`src/rtl/riscv_mem_arbiter.sv`:
```
// Fetch / load-store arbiter sharing one single-port, byte-addressed memory; one access in flight.
// Optional performance counters are enabled by defining RISCV_MEM_ARB_PERF_EN.
module riscv_mem_arbiter #(
  parameter int WORD_LENGTH     = 32,
  parameter int ADDR_LENGTH     = 32,
  parameter int MAX_DATA_STREAK = 4,
  parameter int MASK_SEL        = 2
) (
  input  logic                   clk,
  input  logic                   rst_n,
  input  logic                   if_req,
  input  logic [ADDR_LENGTH-1:0] if_addr,
  output logic                   if_gnt,
  output logic                   if_rvalid,
  output logic [WORD_LENGTH-1:0] if_rdata,
  input  logic                   d_req,
  input  logic                   d_we,
  input  logic [ADDR_LENGTH-1:0] d_addr,
  input  logic [WORD_LENGTH-1:0] d_wdata,
  input  logic [MASK_SEL-1:0]    d_mask,
  output logic                   d_gnt,
  output logic                   d_rvalid,
  output logic [WORD_LENGTH-1:0] d_rdata,
  output logic                   mem_en,
  output logic                   mem_we,
  output logic [ADDR_LENGTH-1:0] mem_addr,
  output logic [WORD_LENGTH-1:0] mem_wdata,
  output logic [MASK_SEL-1:0]    mem_mask_sel,
  input  logic                   mem_ready,
  input  logic                   mem_rvalid,
  input  logic [WORD_LENGTH-1:0] mem_rdata
`ifdef RISCV_MEM_ARB_PERF_EN
  ,
  output logic [31:0]            perf_if_grants,
  output logic [31:0]            perf_d_grants,
  output logic [31:0]            perf_stall_cycles
`endif
);

  // Lane-select encoding: MASK_B = 0, MASK_H = 1, MASK_X (full word) = 2.
  localparam logic [MASK_SEL-1:0] MASK_X = MASK_SEL'(2);

  localparam int SW = $clog2(MAX_DATA_STREAK + 1);
  localparam logic [SW-1:0] STREAK_MAX = SW'(MAX_DATA_STREAK);

  typedef enum logic [1:0] {IDLE, REQ, RESP} state_t;
  typedef enum logic {OWN_FETCH, OWN_DATA} owner_t;

  state_t        state, state_nxt;
  owner_t        owner;
  logic [SW-1:0] streak;
  logic          d_win, f_win;

  function automatic logic [SW-1:0] streak_sat_inc(input logic [SW-1:0] s);
    return (s >= STREAK_MAX) ? STREAK_MAX : s + SW'(1);
  endfunction

  always_comb begin
    d_win     = 1'b0;
    f_win     = 1'b0;
    state_nxt = state;
    case (state)
      IDLE: begin
        d_win = d_req && (!if_req || (streak < STREAK_MAX));
        f_win = if_req && !d_win;
        if (d_win || f_win) state_nxt = REQ;
      end
      REQ:     if (mem_ready) state_nxt = mem_we ? IDLE : RESP;
      RESP:    if (mem_rvalid) state_nxt = IDLE;
      default: state_nxt = IDLE;
    endcase
  end

  // Grants are combinational; masking with rst_n keeps them low while reset is held.
  assign if_gnt = rst_n && f_win;
  assign d_gnt  = rst_n && d_win;

  always_ff @(posedge clk or negedge rst_n) begin
    if (!rst_n) begin
      state        <= IDLE;
      owner        <= OWN_FETCH;
      streak       <= '0;
      mem_en       <= 1'b0;
      mem_we       <= 1'b0;
      mem_addr     <= '0;
      mem_wdata    <= '0;
      mem_mask_sel <= MASK_X;
      if_rvalid    <= 1'b0;
      d_rvalid     <= 1'b0;
      if_rdata     <= '0;
      d_rdata      <= '0;
    end else begin
      state     <= state_nxt;
      if_rvalid <= 1'b0;
      d_rvalid  <= 1'b0;

      if (!if_req || f_win) streak <= '0;
      else if (d_win)       streak <= streak_sat_inc(streak);

      case (state)
        IDLE: begin
          if (d_win) begin
            owner        <= OWN_DATA;
            mem_en       <= 1'b1;
            mem_we       <= d_we;
            mem_addr     <= d_addr;
            mem_wdata    <= d_wdata;
            mem_mask_sel <= d_mask;
          end else if (f_win) begin
            owner        <= OWN_FETCH;
            mem_en       <= 1'b1;
            mem_we       <= 1'b0;
            mem_addr     <= if_addr;
            mem_wdata    <= '0;
            mem_mask_sel <= MASK_X;
          end
        end
        REQ: begin
          if (mem_ready) begin
            mem_en <= 1'b0;
            if (mem_we) begin
              d_rvalid <= 1'b1;
              d_rdata  <= '0;
            end
          end
        end
        RESP: begin
          if (mem_rvalid) begin
            if (owner == OWN_DATA) begin
              d_rvalid <= 1'b1;
              d_rdata  <= mem_rdata;
            end else begin
              if_rvalid <= 1'b1;
              if_rdata  <= mem_rdata;
            end
          end
        end
        default: ;
      endcase
    end
  end

`ifdef RISCV_MEM_ARB_PERF_EN
  always_ff @(posedge clk or negedge rst_n) begin
    if (!rst_n) begin
      perf_if_grants    <= '0;
      perf_d_grants     <= '0;
      perf_stall_cycles <= '0;
    end else begin
      if (f_win) perf_if_grants <= perf_if_grants + 32'd1;
      if (d_win) perf_d_grants  <= perf_d_grants + 32'd1;
      if ((if_req || d_req) && (state != IDLE)) perf_stall_cycles <= perf_stall_cycles + 32'd1;
    end
  end
`endif

endmodule

```
`config.mk`:
```
export PLATFORM = sky130hd
export DESIGN_NAME = riscv_mem_arbiter
export DESIGN_NICKNAME = d
export VERILOG_FILES = /design/src/rtl/riscv_mem_arbiter.sv
export SDC_FILE = /design/constraint.sdc
export NUM_CORES = 1
export LEC_CHECK = 0
export BUFFER_PORTS_ARGS = -buffer_cell sky130_fd_sc_hd__buf_2
export CAP_MARGIN = 20
export CELL_PAD_IN_SITES_DETAIL_PLACEMENT = 2
export CELL_PAD_IN_SITES_GLOBAL_PLACEMENT = 2
export CORE_MARGIN = 3
export CORE_UTILIZATION = 28
export DETAILED_ROUTE_END_ITERATION = 6
export PLACE_DENSITY = 0.85
export SLEW_MARGIN = 20
export SYNTH_ARGS = -nofsm -noshare
export SYNTH_HDL_FRONTEND = slang
export SYNTH_SLANG_ARGS = --single-unit
```
`constraint.sdc`:
```
create_clock -name clk -period 2.04 [get_ports clk]
set_clock_uncertainty 0.05 [all_clocks]
set_input_delay 0 -clock clk [delete_from_list [all_inputs] [get_ports clk]]
set_output_delay 0 -clock clk [all_outputs]
set_load 0.05 [all_outputs]
```
==> flow_summary.rst, run 1 <==
.. list-table::
   :header-rows: 1

   * - Metric
     - Value
   * - Warning count from the yosys run
     - 0
   * - Max IR drop VDD
     - 629 µV
   * - Antenna violations before repair
     - 5
   * - Met3 routing resource usage after global routing
     - 0.0676
   * - Synthesized area divided by synthesized cell count
     - 12.3 µm²
   * - CTS clock-pin slew for the worst setup and hold paths
     - 0.07 ns
   * - Die Y-Extent
     - 147 µm
   * - Longest Clk Path Bufs
     - 2
   * - Timing-limited maximum frequency
     - 513 MHz
   * - Fin crit share
     - 0.955
   * - Maximum level of the CTS H-tree
     - 4
   * - Type of element launching the critical path
     - flop
   * - Clock Root Buffer
     - sky130_fd_sc_hd__clkbuf_16
   * - Flip-flop and latch count after synthesis
     - 140
   * - DIE AREA
     - 21600 µm²
   * - Setup repair after global routing missed its margin
     - yes
   * - Run status
     - completed
   * - Relative slew margins
     - 0.480
   * - Global-route met2 utilization
     - 0.476
   * - Number of nets in the finished design
     - 998
   * - Proportion of layout cells with a drive suffix above 1
     - 0.374
   * - Pre-CTS setup slack
     - 0.275 ns
   * - Busiest metal layer after global routing
     - met2
   * - Drt via density
     - 4.95
   * - Critical path capture point type
     - output pin
   * - Clock Sinks
     - 140
   * - Vias after detailed routing
     - 5612
   * - Drt first-iter violations
     - 293
   * - Number of synthesized flops with an enable pin
     - 0
   * - Setup slack on the worst flop-to-flop path
     - 0.12 ns
   * - Weighted congestion reported at the end of routability-driven placement
     - 0.789
   * - Worst EP arrival
     - 1.90 ns
   * - Number of port buffers
     - 272
   * - Power per cell area
     - 1900 nW/µm²
   * - Hold Path Class
     - in -> async
   * - Number of remaining DRC errors
     - 0
   * - Post-DP HPWL
     - 15400 µm
   * - Synth top area cells
     - sky130_fd_sc_hd__dfrtp_1 63%, sky130_fd_sc_hd__a22o_1 11%, sky130_fd_sc_hd__mux2_1 6.5%
   * - Leakage Power
     - 4.68 nW
   * - Library cells used by synthesis
     - 32
   * - TritonCTS clock tree
     - yes
   * - Std-Cell Core Area
     - 19100 µm²
   * - Share of Yosys cell area claimed by the top area cell type
     - 0.625
   * - I/O pin total
     - 273
   * - Data required time of the worst path
     - 1.99 ns
   * - Setup-violating endpoint count in the final report
     - 0
   * - Sequential area share after synthesis
     - 0.630
   * - Synth async-reset ratio
     - 1.00
   * - Path type of the worst setup path
     - reg -> out
   * - Maximum fanout along the worst path
     - 33
   * - Cell area after technology mapping
     - 5560 µm²
   * - Met1 layer usage reported by global route
     - 0.296
   * - Final worst hold slack
     - 0.195 ns
   * - Overall die width
     - 147 µm
   * - First-pass iteration count of the detailed router
     - 4
   * - Final number of max-transition violations
     - 0
   * - Most common cell after layout, fill and taps aside
     - sky130_fd_sc_hd__buf_2
   * - Remaining antenna violation count after routing
     - 0
   * - Count of buffers added by post-CTS timing repair for setup
     - 0
   * - Library cell with the largest summed area after synthesis
     - sky130_fd_sc_hd__dfrtp_1
   * - Max-Cap Viols
     - 0
   * - Overall global routing resource usage
     - 0.260
   * - TritonCTS buffer count
     - 17
   * - Number of core rows
     - 50
   * - Largest net degree at the start of global routing
     - 90
   * - Residual overflow from global routing
     - 0
   * - Post-route minimum period
     - 1.95 ns
   * - Global-route wire length before repair
     - 43200 µm
   * - Pin slew with the least headroom to its limit
     - 0.781 ns
   * - Starting density of the core
     - 0.292
   * - Post-Synthesis Cells
     - 453
   * - Avg WL per Cell
     - 25.1 µm
   * - Detailed-route wire length
     - 28500 µm
   * - Net count after synthesis
     - 595
   * - Final worst-path setup slack
     - 0.0910 ns
   * - Hold violation total from the final report
     - 0
   * - Synth Flop Type
     - sky130_fd_sc_hd__dfrtp_1
   * - Layout overhead on the synthesized area
     - 66.7%
   * - Vias in the first global route
     - 6728
   * - Insertion delay of the later-clocked pin in the worst-skew pair
     - 0.41 ns
   * - Most frequent cells in the layout
     - 269 x sky130_fd_sc_hd__buf_2, 139 x sky130_fd_sc_hd__dfrtp_1, 136 x sky130_fd_sc_hd__dlygate4sd3_1, 67 x sky130_fd_sc_hd__a22o_1, 59 x sky130_fd_sc_hd__o21ai_1
==> flip-flops by register name (all words and copies together) (netlist names), 2 cells and up <==
signal,count
mem_wdata,32
streak,3
d_rdata,32
mem_addr,32
if_rdata,32
state,2
mem_mask_sel,2
==> cell usage after synthesis (all sizes together), types with 2 or more instances <==
cell    number
nand3        6
o21ai       65
clkbuf      18
nor2         3
dfrtp      139
ha           5
nand2b       5
a22o        67
nand2       35
buf         17
mux2        32
a21oi       34
o21a         2
a21boi       5
inv          8
==> cells by family after synthesis <==
| family | share of synthesized area |
|---|---|
| and+or+nand+nor | 0.0427 |
| AOI/OAI and AO/OA | 0.213 |
| buffers and inverters | 0.0371 |
| adders and majority gates | 0.0112 |
| muxes | 0.0666 |
| DFF | 0.630 |
==> power by group <==
part           switching [mW]  leakage (nW)  total (mW)  internal, mW
sequential              0.953          1.79        4.99          4.04
clock                    1.40         0.291        3.25          1.85
combinational            7.02          2.59        9.37          2.36
==> per-stage QoR <==
stage / cell area (µm²) / std cells / util / total power, mW / setup TNS, ns
floorplan: 5570 / 453 / - / 11.0 / 0
detailed placement: 7260 / 961 / 0.381 / 13.6 / 0
CTS: 9240 / 1129 / 0.484 / 17.2 / 0
global route: 9280 / 1134 / 0.486 / 18.4 / -0.00685
finish: 9280 / 1134 / 0.486 / 17.6 / 0
global placement: 7260 / 961 / 0.381 / 13.2 / 0
==> worst max-delay path: stages, from the launching register on <==
cell and delay (ns):
sky130_fd_sc_hd__dfrtp_1 0.44, sky130_fd_sc_hd__inv_2 0.13, sky130_fd_sc_hd__ha_4 0.20, sky130_fd_sc_hd__buf_12 0.20
sky130_fd_sc_hd__and3_1 0.24, sky130_fd_sc_hd__clkbuf_4 0.25
==> final timing paths <==
kind	cells after the start	endpoint	from
worst max-delay path	5	d_gnt	state[0]
max in group asynchronous	3	mem_addr[29]	rst_n
worst min register to register	2	mem_addr[27]	mem_addr[27]
worst min-delay path	3	d_rdata[13]	rst_n
worst max register to register	6	d_rdata[8]	state[0]
min in group clk	3	mem_wdata[15]	d_wdata[15]
==> repair_timing <==
| action | CTS | global route |
|---|---|---|
| resized for setup | 3 | 7 |
| pin swaps | 0 | 0 |
| setup endpoints to repair | 1 | 2 |
| hold buffers | 136 | 0 |
| hold endpoints to repair | 276 | 0 |
| gates cloned | 0 | 0 |
==> area by class of cell <==
| class | count | area [µm²] |
|---|---|---|
| clock inverters | 15 | 178 |
| multi-input cells | 270 | 1890 |
| repair buffers | 419 | 2910 |
| clock buffers | 17 | 425 |
| fillers | 1912 | 9810 |
| diodes | 5 | 12.5 |
| well taps | 260 | 325 |
| flip-flops and latches | 140 | 3500 |
| inverters | 8 | 30.0 |
==> layer usage <==
metal	wire length, µm	part of all wire
met2	15200	0.53
met4	598	0.021
met3	1640	0.058
met5	0	0
met1	11000	0.39
(Power assumes the default switching activity.)
==> run 2: changes to the inputs <==
--- a/config.mk
+++ b/config.mk
@@ -5,7 +5,7 @@
 export SDC_FILE = /design/constraint.sdc
 export NUM_CORES = 1
 export LEC_CHECK = 0
-export BUFFER_PORTS_ARGS = -buffer_cell sky130_fd_sc_hd__buf_2
+export BUFFER_PORTS_ARGS = -buffer_cell sky130_fd_sc_hd__clkbuf_2
 export CAP_MARGIN = 20
 export CELL_PAD_IN_SITES_DETAIL_PLACEMENT = 2
 export CELL_PAD_IN_SITES_GLOBAL_PLACEMENT = 2
==> flow_summary.rst, run 2 (synthesized netlist as in run 1, its figures left out) <==
.. list-table::
   :header-rows: 1

   * - Metric
     - Value
   * - Max-Cap Viols
     - 0 (unchanged)
   * - Run status
     - completed
   * - Maximum fanout along the worst path
     - 32 (-3.0%)
   * - Final-layout fill cell count
     - 1939 (+1.4%)
   * - Number of remaining DRC errors
     - 0 (unchanged)
   * - Path type of the worst setup path
     - reg -> reg
   * - Detailed-route wire length
     - 28400 µm (-0.28%)
   * - Sequential cell fraction of total power
     - 0.288 (+0.005)
   * - Fin crit share
     - 0.957 (+0.00168)
   * - Relative slew margins
     - 0.498 (+0.0185)
   * - Post-DP HPWL
     - 15900 µm (+3.2%)
   * - Worst EP arrival
     - 2.18 ns (+0.28 ns)
   * - Slowest Stage Delay on Critical Path
     - 0.39 ns (-0.05 ns)
   * - Number of buffer and inverter stages on the critical path
     - 2 (-1)
   * - Clock network fraction of total power
     - 0.182 (-0.003)
   * - Clock Sinks
     - 140 (unchanged)
   * - Critical path capture point type
     - flop
   * - Share of power burned in combinational logic
     - 0.530 (-0.002)
   * - Overall power of the completed layout
     - 17.6 mW (-0.21%)
   * - Post-route minimum period
     - 1.95 ns (+0.00343 ns)
   * - DIE AREA
     - 21600 µm² (unchanged)
   * - Worst-path cell chain
     - inv_1, ha_1, nand2b_1, a22o_1, buf_4, a22o_1
   * - Weighted congestion reported at the end of routability-driven placement
     - 0.790 (about the same)
   * - Hold Path Class
     - in -> async
   * - TritonCTS buffer count
     - 17 (unchanged)
   * - Number of port buffers
     - 272 (unchanged)
   * - Overall global routing resource usage
     - 0.262 (+0.00157)
   * - Max IR drop VDD
     - 768 µV (+22%)
   * - Std-Cell Core Area
     - 19100 µm² (unchanged)
   * - Final number of max-transition violations
     - 0 (unchanged)
   * - Switching part of the total power
     - 0.533 (+0.00107)
   * - Insertion delay of the later-clocked pin in the worst-skew pair
     - 0.41 ns (about the same)
   * - Global-route wire length before repair
     - 43200 µm (about the same)
   * - Drt via density
     - 4.97 (+0.46%)
   * - Top delay family on crit path
     - compound AO/OA/AOI/OAI gates
   * - Antenna violations before repair
     - 2 (-3)
   * - Cell with the most instances on the worst path
     - sky130_fd_sc_hd__a22o_1
   * - Most common cell after layout, fill and taps aside
     - sky130_fd_sc_hd__clkbuf_2
   * - Final worst hold slack
     - 0.186 ns (-0.00937 ns)
   * - Largest net degree at the start of global routing
     - 95 (+5.6%)
   * - Pin slew with the least headroom to its limit
     - 0.753 ns (-0.0278 ns)
   * - Maximum level of the CTS H-tree
     - 4 (unchanged)
   * - Residual overflow from global routing
     - 0 (unchanged)
   * - Clock Root Buffer
     - sky130_fd_sc_hd__clkbuf_16
   * - Type of element launching the critical path
     - flop
   * - First-pass iteration count of the detailed router
     - 5 (+1)
   * - Timing-limited maximum frequency
     - 512 MHz (-0.18%)
   * - Most frequent cells in the layout
     - 270 x sky130_fd_sc_hd__clkbuf_2, 139 x sky130_fd_sc_hd__dfrtp_1, 136 x sky130_fd_sc_hd__dlygate4sd3_1, 67 x sky130_fd_sc_hd__a22o_1, 59 x sky130_fd_sc_hd__o21ai_1
   * - Setup-violating endpoint count in the final report
     - 0 (unchanged)
   * - Avg WL per Cell
     - 25.1 µm (-0.19%)
   * - Overall die width
     - 147 µm (unchanged)
   * - Longest Clk Path Bufs
     - 2 (unchanged)
   * - Layout overhead on the synthesized area
     - 66.5%
   * - Starting density of the core
     - 0.292 (unchanged)
   * - Vias in the first global route
     - 6646 (-1.2%)
   * - Switching component of the power
     - 9.37 mW (about the same)
   * - Vias after detailed routing
     - 5633 (+0.37%)
   * - Hold violation total from the final report
     - 0 (unchanged)
   * - Setup repair after global routing missed its margin
     - no
   * - Fin util
     - 0.486 (-0.000590)
   * - Die Y-Extent
     - 147 µm (unchanged)
   * - Number of nets in the finished design
     - 1000 (+0.20%)
   * - Power Internal
     - 8.22 mW (-0.44%)
   * - Post-placement cell count
     - 961 (unchanged)
   * - Data required time of the worst path
     - 2.27 ns (+0.28 ns)
   * - Proportion of layout cells with a drive suffix above 1
     - 0.373 (-0.000859)
   * - I/O pin total
     - 273 (unchanged)
   * - CTS clock-pin slew for the worst setup and hold paths
     - 0.07 ns (about the same)
   * - Number of core rows
     - 50 (unchanged)
   * - Leakage Power
     - 4.66 nW (-0.33%)
   * - TritonCTS clock tree
     - yes
   * - Drt first-iter violations
     - 194 (-34%)
   * - Power per cell area
     - 1900 nW/µm² (about the same)
   * - Final non-filler cell total
     - 1133 (-0.088%)
   * - Final TNS setup
     - 0 ns (unchanged)
   * - Slowest cell on crit path
     - sky130_fd_sc_hd__ha_1
   * - Remaining antenna violation count after routing
     - 0 (unchanged)
[run 2: cell types whose count changed in the layout (fill, tap and decap cells not counted), sizes merged]
cell and change:
clkinvlp +2, clkinv +1, diode -3, buf -268, inv -4, clkbuf +271
[run 2: repair_timing]
item                                   CTS  global route
pin swaps                                0             1
buffers inserted                         0             2
endpoints found under the hold margin  275             0
resized for setup                        1             2
cloned                                   0             0
hold buffers                           136             0
setup endpoints to repair                2             2
[run 2: power groups by stage]
stage               Sequential (mW)  Combinational (mW)  Clock (mW)
finish                         5.07                9.31        3.20
global route                   5.19                9.73        3.42
CTS                            4.93                9.06        3.25
detailed placement             4.94                8.80           0
global placement               4.81                8.44           0
floorplan                      8.97                2.07           0
[run 2: through the flow]
| stage | instance area (µm²) | setup slack, ns |
|---|---|---|
| 2_1_floorplan | 5570 | 0.211 |
| 3_3_place_gp | 7270 | 0.362 |
| 3_5_place_dp | 7270 | 0.232 |
| 4_1_cts | 9240 | 0.0140 |
| 5_1_grt | 9260 | 0.0132 |
| 6_report | 9260 | 0.0875 |
[run 2: path summary, 6_finish.rpt]
path	startpoint	to	slack (ns)	cells after the start
worst max-delay path	state[1]	d_rdata[16]	0.09	6
worst min-delay path	rst_n	d_rdata[18]	0.19	3
worst max register to register	state[1]	d_rdata[16]	0.09	6
worst min register to register	if_rdata[31]	if_rdata[31]	0.45	1
max in group asynchronous	rst_n	mem_addr[3]	1.24	3
min in group clk	d_we	mem_we	0.32	3
[run 2: area by class of cell]
class | count | area [µm²] | area share
timing repair buffer | 421 | 2920 | 0.315
antenna | 2 | 5.00 | 0.000540
inverter | 8 | 30.0 | 0.00324
multi-input combinational | 270 | 1890 | 0.204
clock inverter | 14 | 158 | 0.0170
clock buffer | 18 | 439 | 0.0474
sequential | 140 | 3500 | 0.378
tap | 260 | 325 | 0.0351
[run 2: worst register-to-register path, delay by kind of cell (launching register included)]
kind,cells,cell delay (ns)
compound gates,2,0.48
buf+inv,2,0.41
fa+ha+maj,1,0.39
flops,1,0.38
simple gates,1,0.11
[run 2: layer usage]
metal / vias up / GRT usage / share of wire
li1: 2450 / - / -
met2: 254 / 0.489 / 0.53
met1: 2888 / 0.301 / 0.39
met4: 0 / 0.0741 / 0.020
met5: - / 0 / 0
met3: 41 / 0.0577 / 0.054
